**config.mk**
```make
export PLATFORM = sky130hd
export DESIGN_NAME = wake_sequencer_flat
export DESIGN_NICKNAME = d
export VERILOG_FILES = /design/src/rtl/wake_sequencer_if.sv /design/src/rtl/wake_sequencer.sv /design/src/flat_wrapper.sv
export SDC_FILE = /design/constraint.sdc
export NUM_CORES = 1
export LEC_CHECK = 0
export BUFFER_PORTS_ARGS = -buffer_cell sky130_fd_sc_hd__buf_2
export CAP_MARGIN = 10
export CORE_AREA = 2 2 56 58
export CTS_CLUSTER_SIZE = 24
export DETAILED_ROUTE_END_ITERATION = 16
export DIE_AREA = 0 0 58 60
export PLACE_DENSITY = 0.68
export SLEW_MARGIN = 20
export SYNTH_ARGS = -nofsm -noshare
export SYNTH_HDL_FRONTEND = slang
export SYNTH_SLANG_ARGS = --single-unit
```
**constraint.sdc**
```tcl
create_clock -name clk -period 4.6 [get_ports clk]
set_input_delay 0.23 -clock clk [delete_from_list [all_inputs] [get_ports clk]]
set_output_delay 0.23 -clock clk [all_outputs]
set_load 0.01 [all_outputs]
```
**src/rtl/wake_sequencer_if.sv**
```systemverilog
//------------------------------------------------------------------------------
// Module  : wake_sequencer_if
// Brief   : Handshake bundle between wake_sequencer and its three agents.
// Rev     : 1.0
//------------------------------------------------------------------------------
`timescale 1ns/1ps
`default_nettype none

interface wake_sequencer_if;
    logic       start_i;
    logic [2:0] done_i;
    logic [2:0] wake_o;
    logic [2:0] step_o;
    logic       busy_o;
    logic       finish_o;
    logic       err_o;
    logic [1:0] err_code_o;

    // master: the controlling/agent side; slave: the sequencer itself
    modport master (
        output start_i, done_i,
        input  wake_o, step_o, busy_o, finish_o, err_o, err_code_o
    );

    modport slave (
        input  start_i, done_i,
        output wake_o, step_o, busy_o, finish_o, err_o, err_code_o
    );
endinterface

`default_nettype wire

```
**src/rtl/wake_sequencer.sv**
```systemverilog
//------------------------------------------------------------------------------
// Module  : wake_sequencer
// Brief   : Drives agents 0,1,2,1,0,2 through wake/done handshakes with a
//           sticky error. Macro WAKE_SEQ_TIMEOUT_EN compiles in the WAIT timeout.
// Rev     : 1.0
//------------------------------------------------------------------------------
`timescale 1ns/1ps
`default_nettype none

module wake_sequencer #(
    parameter int DELAY   = 1,
    parameter int TIMEOUT = 64
) (
    input  wire logic       clk,
    input  wire logic       rst_n,
    wake_sequencer_if.slave bus
);

    localparam logic [2:0] c_st_idle   = 3'd0;
    localparam logic [2:0] c_st_wake   = 3'd1;
    localparam logic [2:0] c_st_wait   = 3'd2;
    localparam logic [2:0] c_st_gap    = 3'd3;
    localparam logic [2:0] c_st_finish = 3'd4;
    localparam logic [2:0] c_st_error  = 3'd5;

    localparam logic [1:0] c_err_none     = 2'b00;
    localparam logic [1:0] c_err_agent    = 2'b01;
    localparam logic [1:0] c_err_timeout  = 2'b10;
    localparam logic [1:0] c_err_spurious = 2'b11;

    localparam logic [2:0] c_last_step = 3'd5;
    localparam logic [7:0] c_gap_last  = (DELAY > 0) ? 8'(DELAY - 1) : 8'd0;

    function automatic logic [2:0] agent_onehot(input logic [2:0] step);
        logic [2:0] oh;
        case (step)
            3'd0:    oh = 3'b001;
            3'd1:    oh = 3'b010;
            3'd2:    oh = 3'b100;
            3'd3:    oh = 3'b010;
            3'd4:    oh = 3'b001;
            default: oh = 3'b100;
        endcase
        return oh;
    endfunction

    logic [2:0] r_state;
    logic [2:0] r_step;
    logic [7:0] r_gap_cnt;
    logic [1:0] r_code;
    logic [2:0] r_wake;
    logic       r_busy;
    logic       r_finish;
    logic       r_err;

    logic [2:0] w_state_nxt;
    logic [2:0] w_step_nxt;
    logic [7:0] w_gap_nxt;
    logic [1:0] w_code_nxt;
    logic [2:0] w_expected;
    logic       w_timeout;

    assign w_expected = agent_onehot(r_step);

`ifdef WAKE_SEQ_TIMEOUT_EN
    localparam logic [7:0] c_wait_last = 8'(TIMEOUT - 1);

    logic [7:0] r_wait_cnt;

    // Counts WAIT cycles; cleared whenever the block is outside WAIT
    always_ff @(posedge clk or negedge rst_n) begin
        if (!rst_n) begin
            r_wait_cnt <= 8'd0;
        end else if (r_state == c_st_wait) begin
            r_wait_cnt <= r_wait_cnt + 8'd1;
        end else begin
            r_wait_cnt <= 8'd0;
        end
    end

    assign w_timeout = (r_wait_cnt == c_wait_last);
`else
    logic [7:0] w_unused_timeout;
    assign w_unused_timeout = 8'(TIMEOUT);
    assign w_timeout        = 1'b0;
`endif

    always_comb begin
        w_state_nxt = r_state;
        w_step_nxt  = r_step;
        w_gap_nxt   = r_gap_cnt;
        w_code_nxt  = r_code;
        case (r_state)
            c_st_idle: begin
                if (bus.start_i) begin
                    w_state_nxt = c_st_wake;
                    w_step_nxt  = 3'd0;
                end
            end
            c_st_wake: begin
                if (|bus.done_i) begin
                    w_state_nxt = c_st_error;
                    w_code_nxt  = c_err_spurious;
                end else begin
                    w_state_nxt = c_st_wait;
                end
            end
            c_st_wait: begin
                // A valid done wins over a timeout landing in the same cycle
                if (bus.done_i == w_expected) begin
                    if (r_step == c_last_step) begin
                        w_state_nxt = c_st_finish;
                    end else begin
                        w_step_nxt = r_step + 3'd1;
                        if (DELAY == 0) begin
                            w_state_nxt = c_st_wake;
                        end else begin
                            w_state_nxt = c_st_gap;
                            w_gap_nxt   = 8'd0;
                        end
                    end
                end else if (|bus.done_i) begin
                    w_state_nxt = c_st_error;
                    w_code_nxt  = c_err_agent;
                end else if (w_timeout) begin
                    w_state_nxt = c_st_error;
                    w_code_nxt  = c_err_timeout;
                end
            end
            c_st_gap: begin
                if (|bus.done_i) begin
                    w_state_nxt = c_st_error;
                    w_code_nxt  = c_err_spurious;
                end else if (r_gap_cnt == c_gap_last) begin
                    w_state_nxt = c_st_wake;
                end else begin
                    w_gap_nxt = r_gap_cnt + 8'd1;
                end
            end
            c_st_finish: begin
                w_state_nxt = c_st_idle;
                w_step_nxt  = 3'd0;
            end
            c_st_error: begin
                if (bus.start_i) begin
                    w_state_nxt = c_st_wake;
                    w_step_nxt  = 3'd0;
                    w_code_nxt  = c_err_none;
                end
            end
            default: begin
                w_state_nxt = c_st_idle;
                w_step_nxt  = 3'd0;
                w_code_nxt  = c_err_none;
            end
        endcase
    end

    // Outputs are decoded from the next state so they register alongside it
    always_ff @(posedge clk or negedge rst_n) begin
        if (!rst_n) begin
            r_state   <= c_st_idle;
            r_step    <= 3'd0;
            r_gap_cnt <= 8'd0;
            r_code    <= c_err_none;
            r_wake    <= 3'b000;
            r_busy    <= 1'b0;
            r_finish  <= 1'b0;
            r_err     <= 1'b0;
        end else begin
            r_state   <= w_state_nxt;
            r_step    <= w_step_nxt;
            r_gap_cnt <= w_gap_nxt;
            r_code    <= w_code_nxt;
            r_wake    <= (w_state_nxt == c_st_wake) ? agent_onehot(w_step_nxt) : 3'b000;
            r_busy    <= (w_state_nxt == c_st_wake) || (w_state_nxt == c_st_wait) ||
                         (w_state_nxt == c_st_gap)  || (w_state_nxt == c_st_finish);
            r_finish  <= (w_state_nxt == c_st_finish);
            r_err     <= (w_state_nxt == c_st_error);
        end
    end

    assign bus.wake_o     = r_wake;
    assign bus.step_o     = r_step;
    assign bus.busy_o     = r_busy;
    assign bus.finish_o   = r_finish;
    assign bus.err_o      = r_err;
    assign bus.err_code_o = r_code;

endmodule

`default_nettype wire

```
**src/flat_wrapper.sv**
```systemverilog
// flat-port wrapper written by rule: the top's interface ports become plain ports
module wake_sequencer_flat 
#(
    parameter int DELAY   = 1,
    parameter int TIMEOUT = 64
)
  (clk, rst_n, bus_start_i, bus_done_i, bus_wake_o, bus_step_o, bus_busy_o, bus_finish_o, bus_err_o, bus_err_code_o);
  wake_sequencer_if bus_i ();
  input  wire logic clk;
  input  wire logic rst_n;
  input wire logic [$bits(bus_i.start_i)-1:0] bus_start_i;
  input wire logic [$bits(bus_i.done_i)-1:0] bus_done_i;
  output wire logic [$bits(bus_i.wake_o)-1:0] bus_wake_o;
  output wire logic [$bits(bus_i.step_o)-1:0] bus_step_o;
  output wire logic [$bits(bus_i.busy_o)-1:0] bus_busy_o;
  output wire logic [$bits(bus_i.finish_o)-1:0] bus_finish_o;
  output wire logic [$bits(bus_i.err_o)-1:0] bus_err_o;
  output wire logic [$bits(bus_i.err_code_o)-1:0] bus_err_code_o;
  assign bus_i.start_i = bus_start_i;
  assign bus_i.done_i = bus_done_i;
  assign bus_wake_o = bus_i.wake_o;
  assign bus_step_o = bus_i.step_o;
  assign bus_busy_o = bus_i.busy_o;
  assign bus_finish_o = bus_i.finish_o;
  assign bus_err_o = bus_i.err_o;
  assign bus_err_code_o = bus_i.err_code_o;
  wake_sequencer #(.DELAY(DELAY), .TIMEOUT(TIMEOUT)) u_core (.clk(clk), .rst_n(rst_n), .bus(bus_i));
endmodule
```
==> qor.yml, run 1 <==
status: "complete, no violations"
worstReg2RegEnd: "u_core.bus.wake_o[2]"
place_ws_ns: 1.88
max_slew_margin_pct: 65.8
antennaDiodeCount: 0
grt_pass1_vias: 1122
vias_per_cell: 5.76
antenna_found_initial: 0
worst_slack_ns: 1.81
maxCapViolations: 0
clk_latency_ns: 0.31
drt-initial-drc-count: 52
synth_seq_cells: 22
crit_path_max_incr_delay_ns: 0.60
coreArea_um2: 2900
syn2layout_area_growth_pct: 11.0
crit_slowest_cell: "dfrtp_1"
nFillCells: 293
cts_setup_buffers: 0
grt_setup_unrepaired: "false"
grt_max_degree: 23
critPathCaptureType: "flip-flop"
die_y_um: 60
root_buffer: "clkbuf_4"
cts_resized: 0
met3_usage_pct: 2.81
met1_usage_pct: 21.2
power-per-cell-area_nw_per_um2: 458
syn_inst: 152
nets: 180
grt_pass1_wl_mm: 4.69
yosysSeqAreaShare_pct: 39.9
start_util_pct: 47.5
drive_gt1_share_pct: 16.2
critPathArrivalTime_ns: 3.01
die_w_um: 58
holdBufCountCts: 1
clock-sinks: 22
worst_pin_slew_ns: 0.509
cts_buffers: 3
reg2reg_depth: 9
synth_area_per_cell_um2: 9.07
grt_usage_pct: 17.8
place.port_buffers: 16
dieArea_um2: 3480
clkTransAtPathRegs_ns: 0.13
firstDrtPassIters: 4
period_share_pct: 60.8
tns_ns: 0
cp_common_cell: "ha_1"
route.detailed.drc: 0
fmax_mhz: 358
hold_viol_final: 0
dr_total_vias: 1152
globalplace.congestion: 0.812
r2r_start: "u_core.bus.step_o[0]"
fin_crit_ns: 2.79
worstPathCellList: "ha_1, ha_1, nand2b_1, a221oi_2, xnor2_1, nand2_1, a21boi_1, or3_4, and3b_1"
seq_area_um2: 551
skew_ns: 0.00122
htreeDepth: 1
top_usage_layer: "met2"
synth_cell_types: 41
cp_max_fo: 11
final-max-slew-violation-count: 0
num_rows: 20
wl_per_cell_um: 14.1
syn-num-nets: 164
leakagePower_uw: 0.000751
routed_wl_mm: 2.82
cts_tree: "done"
clock_path_buffers: 2
setup_viol: 0
r2r_slack_ns: 1.81
critPathKind: "reg -> reg"
overflow: 0
worst_ep_required_time_ns: 4.81
cp-start-kind: "flip-flop"
hold_class: "in -> async"
yosysWarnings: 0
grtUsageMet2_pct: 31.0
io_pins: 17
multi_input_area_um2: 758
dp_hpwl_mm: 2.17
syn_area_um2: 1380
vdd_drop_max_mv: 0.254
detail-route-antenna-nets: 0
## area by class of cell
cell class,count,area share (%)
clock buffers,3,1.47
multi-input cells,114,49.6
clock inverters,1,1.96
flip-flops and latches,22,36.0
well taps,33,2.70
inverters,10,2.45
repair buffers,17,5.89
## synthesized netlist by cell type
library cell / n / area, um^2
a211o_2: 1 / 10.0
a211oi_4: 1 / 20.0
a21boi_1: 1 / 7.51
a21o_1: 1 / 7.51
a21oi_1: 10 / 50.1
a221oi_2: 1 / 15.0
a22oi_1: 1 / 7.51
a2bb2oi_1: 1 / 8.76
a31oi_1: 3 / 18.8
and2_1: 1 / 6.26
and3_1: 4 / 25.0
and3b_1: 1 / 8.76
buf_2: 2 / 10.0
buf_6: 1 / 11.3
clkbuf_1: 3 / 11.3
dfrtp_1: 22 / 551
ha_1: 6 / 75.1
inv_1: 10 / 37.5
mux2i_4: 1 / 22.5
nand2_1: 10 / 37.5
nand2b_1: 4 / 25.0
nand3_1: 10 / 50.1
nand4_1: 2 / 12.5
nor2_1: 17 / 63.8
nor2b_1: 1 / 6.26
nor3_1: 2 / 10.0
nor3b_1: 1 / 7.51
nor4b_1: 2 / 17.5
nor4b_4: 1 / 23.8
o211a_1: 2 / 20.0
o21a_1: 1 / 7.51
o21ai_0: 10 / 50.1
o21ai_1: 1 / 5.00
o21ai_2: 1 / 8.76
o22a_1: 1 / 8.76
or2_1: 1 / 6.26
or3_1: 4 / 25.0
or3_4: 1 / 11.3
or3b_1: 1 / 8.76
xnor2_1: 5 / 43.8
xor2_1: 3 / 26.3
## layout by cell type (no fill, tap or decap), types with 2 or more instances in the layout
master,instances
dfrtp_1,22
nor2_1,17
buf_2,16
inv_1,10
nand3_1,10
nand2_1,10
a21oi_1,10
o21ai_0,10
ha_1,6
xnor2_1,5
nand2b_1,4
or3_1,4
and3_1,4
xor2_1,3
a31oi_1,3
clkbuf_4,3
nor3_1,2
nor4b_1,2
nand4_1,2
o211a_1,2
## per-stage QoR
step | total power (uW) | instances | hold slack [ns] | instance area [um^2] | util, %
2_1_floorplan | 482 | 152 | -0.0656 | 1380 | -
5_1_grt | 755 | 200 | 0.423 | 1530 | 52.7
4_1_cts | 705 | 200 | 0.383 | 1530 | 52.7
3_5_place_dp | 555 | 195 | 0.225 | 1470 | 50.6
3_3_place_gp | 544 | 195 | 0.221 | 1470 | 50.6
6_report | 700 | 200 | 0.398 | 1530 | 52.7
## critical path: cells and delay by family (launching register included)
family	cells	cell delay (ns)
and+or+nand+nor	4	0.71
xor gates and xnor gates	1	0.28
adders and majority gates	2	0.40
AOI/OAI and AO/OA	2	0.70
DFF	1	0.60
## flip-flops by register name, summed over array words and instances, names as in the netlist
signal,cells
u_core.bus.busy_o,1
u_core.bus.err_code_o,2
u_core.bus.err_o,1
u_core.bus.finish_o,1
u_core.bus.step_o,3
u_core.bus.wake_o,3
u_core.r_gap_cnt,8
u_core.r_state,3
## layer usage
metal	share of wire, %	wire length [um]	up-vias
met4	1.8	50	0
li1	-	-	559
met3	4.1	115	6
met2	50	1420	33
met5	0	0	-
met1	44	1230	554
## logic make-up after synthesis
| kind of cell | after synthesis | synth area share (%) |
|---|---|---|
| xor gates and xnor gates | 8 | 5.08 |
| adders and majority gates | 6 | 5.44 |
| AOI/OAI and AO/OA | 36 | 17.8 |
| buffers and inverters | 16 | 5.08 |
| DFF | 22 | 39.9 |
| muxes | 1 | 1.63 |
| and+or+nand+nor | 63 | 25.0 |
## worst max-delay path by stage
stage	from	to	slack, ns	depth (start not counted)
floorplan	u_core.bus.step_o[1]	u_core.bus.wake_o[2]	2.27	9
global placement	u_core.bus.step_o[0]	u_core.bus.wake_o[2]	1.99	9
detailed placement	u_core.bus.step_o[0]	u_core.bus.wake_o[2]	1.88	9
CTS	u_core.bus.step_o[0]	u_core.bus.wake_o[2]	1.83	9
global route	u_core.bus.step_o[0]	u_core.bus.wake_o[2]	1.62	9
finish	u_core.bus.step_o[0]	u_core.bus.wake_o[2]	1.81	9
## power breakdown
| part | internal (uW) | switching, uW |
|---|---|---|
| Clock | 88.0 | 61.3 |
| Combinational | 117 | 149 |
| Sequential | 237 | 47.8 |
Power figures use the tool's default switching activity.
==> inputs of run 2 (changes only) <==
- ABC_AREA: default -> 1
- CORE_AREA: 2 2 56 58 -> 2 2 58 60
- DIE_AREA: 0 0 58 60 -> 0 0 60 62
- clock period: 4.6 -> 2.9 ns (I/O delays scaled with it)
==> run 2 against run 1 <==
  * Power is 61% higher
  * Worst setup slack worse by 1.1 ns
  * Final area is 8.0% higher
  * Die area is 6.9% higher
  * Core utilization is 0.73 points lower
  * Synthesized cell count is 29% higher
  * Sequential cell count stayed put
  * Critical path depth stayed put
  * Wire length is 0.85% higher
  * Sequential share of layout area is 2.7 points lower
  * Critical endpoint is now u_core.r_gap_cnt[3]
  * Highest routed layer unchanged
==> qor.yml, run 2 <==
status: "complete, no violations"
final_cell_mix: "nand2_1 (47), inv_1 (27), dfrtp_1 (22)"
nFillCells: 327
clk_latency_ns: 0.31
clock_path_buffers: 2
grt_usage_pct: 16.8
syn-num-nets: 208
period_share_pct: 75.7
cts_resized: 0
vias_per_cell: 4.85
cts_buffers: 3
syn_inst: 196
seq_area_um2: 551
yosysWarnings: 0
hold_class: "in -> async"
drive_gt1_share_pct: 20.8
critPathCaptureType: "flip-flop"
firstDrtPassIters: 4
reg2reg_depth: 9
critPathKind: "reg -> reg"
yosys.cell_count.top_type: "nand2_1"
dieArea_um2: 3720
vdd_drop_max_mv: 0.425
start_util_pct: 46.6
dp_hpwl_mm: 2.27
leakagePower_uw: 0.000864
drt-initial-drc-count: 40
detail-route-antenna-nets: 0
nets: 229
syn_area_um2: 1480
worst_ep_required_time_ns: 3.15
final_common_cell: "nand2_1"
setup_viol: 0
fmax_mhz: 455
async_flop_share_pct: 100
die_y_um: 62
synth_cell_types: 27
cp-start-kind: "flip-flop"
worstReg2RegEnd: "u_core.r_gap_cnt[3]"
place_area_um2: 1610
hold_viol_final: 0
globalplace.congestion: 0.851
synthFlopType: "dfrtp_1"
largest_register: "u_core.r_gap_cnt"
io_pins: 17
cts_setup_buffers: 0
synthTopCellsByArea: "dfrtp_1 (37%), nand2_1 (12%), inv_1 (6.8%), ha_1 (5.1%), nor2_1 (4.8%)"
num_rows: 21
syn2layout_area_growth_pct: 11.7
grt_max_degree: 23
synth_area_per_cell_um2: 7.55
antennaDiodeCount: 0
route.detailed.drc: 0
grt_pass1_vias: 1089
fin_crit_ns: 2.20
htreeDepth: 1
holdBufCountCts: 1
largest_reg_flops: 8
synth_top_area_share_pct: 37.2
die_w_um: 60
clkTransAtPathRegs_ns: 0.13
dr_total_vias: 1271
coreArea_um2: 3180
place.port_buffers: 16
r2r_slack_ns: 0.70
cp_max_fo: 11
overflow: 0
wl_per_cell_um: 10.8
multi_input_area_um2: 801
clock-sinks: 22
critPathArrivalTime_ns: 2.44
grt_pass1_wl_mm: 4.73
yosysSeqAreaShare_pct: 37.2
final-max-slew-violation-count: 0
skew_ns: 0.0113
synth_edf_count: 0
r2r_start: "u_core.bus.step_o[0]"
cts_tree: "done"
power-per-cell-area_nw_per_um2: 683
synthTopCellsByCount: "nand2_1 (47), inv_1 (27), dfrtp_1 (22), nor2_1 (19), nand3_1 (14)"
worst_pin_slew_ns: 0.597
max_slew_margin_pct: 59.9
root_buffer: "clkbuf_4"
maxCapViolations: 0
antenna_found_initial: 0
routed_wl_mm: 2.84
synth_seq_cells: 22
tns_ns: 0
design_area_um2: 1650
grt_setup_unrepaired: "false"
yosysTopAreaCell: "dfrtp_1"
## run 2: cell count changes after synthesis, sizes merged, moves of 3 or more
| cell | delta |
|---|---|
| nor4b | -3 |
| nand2 | +44 |
| nor2 | +8 |
| or3 | -5 |
| nand3 | +10 |
| nand2b | -4 |
| xnor2 | -4 |
| inv | +20 |
| and3 | -4 |
| clkbuf | -3 |
| nand4 | +3 |
| a21oi | -4 |
## run 2: layout make-up
class | instances | area share [%]
Inverter | 31 | 7.12
Multi-Input combinational cell | 142 | 48.4
Sequential cell | 22 | 33.3
Tap cell | 46 | 3.48
Clock buffer | 4 | 2.20
Timing Repair Buffer | 17 | 5.45
## run 2: routing by layer
layer	global-route usage [%]	part of all wire [%]	routed length (um)	vias up
met5	0	0	0	-
met4	4.76	0.67	19	0
li1	-	-	-	671
met3	2.69	1.5	42	2
met2	25.9	45	1270	14
met1	24.3	53	1500	584
## run 2: cells by family after synthesis
family / Yosys count / synth area share (%)
buffers and inverters: 32 / 8.71
XOR/XNOR: 5 / 2.96
flip-flops: 22 / 37.2
AND/OR/NAND/NOR: 108 / 37.4
adder cells (fa/ha/maj): 6 / 5.07
AO/OA/AOI/OAI: 23 / 8.71
## run 2: through the flow
step	setup slack (ns)	total power, uW	util (%)	instances	hold WS [ns]
2_1_floorplan	0.930	835	-	196	-0.151
3_3_place_gp	0.797	955	50.5	257	0.133
3_5_place_dp	0.724	963	50.5	257	0.132
4_1_cts	0.685	1140	52.0	262	0.290
5_1_grt	0.459	1230	52.0	262	0.346
6_report	0.704	1130	52.0	262	0.297
## run 2: power by group
part	internal [uW]	total [uW]	switching (uW)
clock	76.7	173	96.5
combinational	175	487	313
sequential	401	468	67.2
total	653	1130	476
## run 2: worst max-delay path by stage
stage / startpoint / to / slack, ns / cells after the start
floorplan: u_core.bus.step_o[0] / u_core.r_gap_cnt[3] / 0.93 / 10
global placement: u_core.bus.step_o[0] / u_core.r_gap_cnt[3] / 0.80 / 9
detailed placement: u_core.bus.step_o[0] / u_core.r_gap_cnt[7] / 0.72 / 9
CTS: u_core.bus.step_o[0] / u_core.r_gap_cnt[7] / 0.68 / 9
global route: u_core.bus.step_o[0] / u_core.r_gap_cnt[7] / 0.46 / 9
finish: u_core.bus.step_o[0] / u_core.r_gap_cnt[3] / 0.70 / 9
## run 2: worst max-delay path: stages, from the launching register on
cell and delay (ns):
dfrtp_1 0.50, inv_2 0.11, ha_1 0.22, xnor2_1 0.27, nand3_4 0.16, nor2_8 0.19
nand2_4 0.06, a21oi_2 0.37, nand2_1 0.12, a21oi_2 0.15
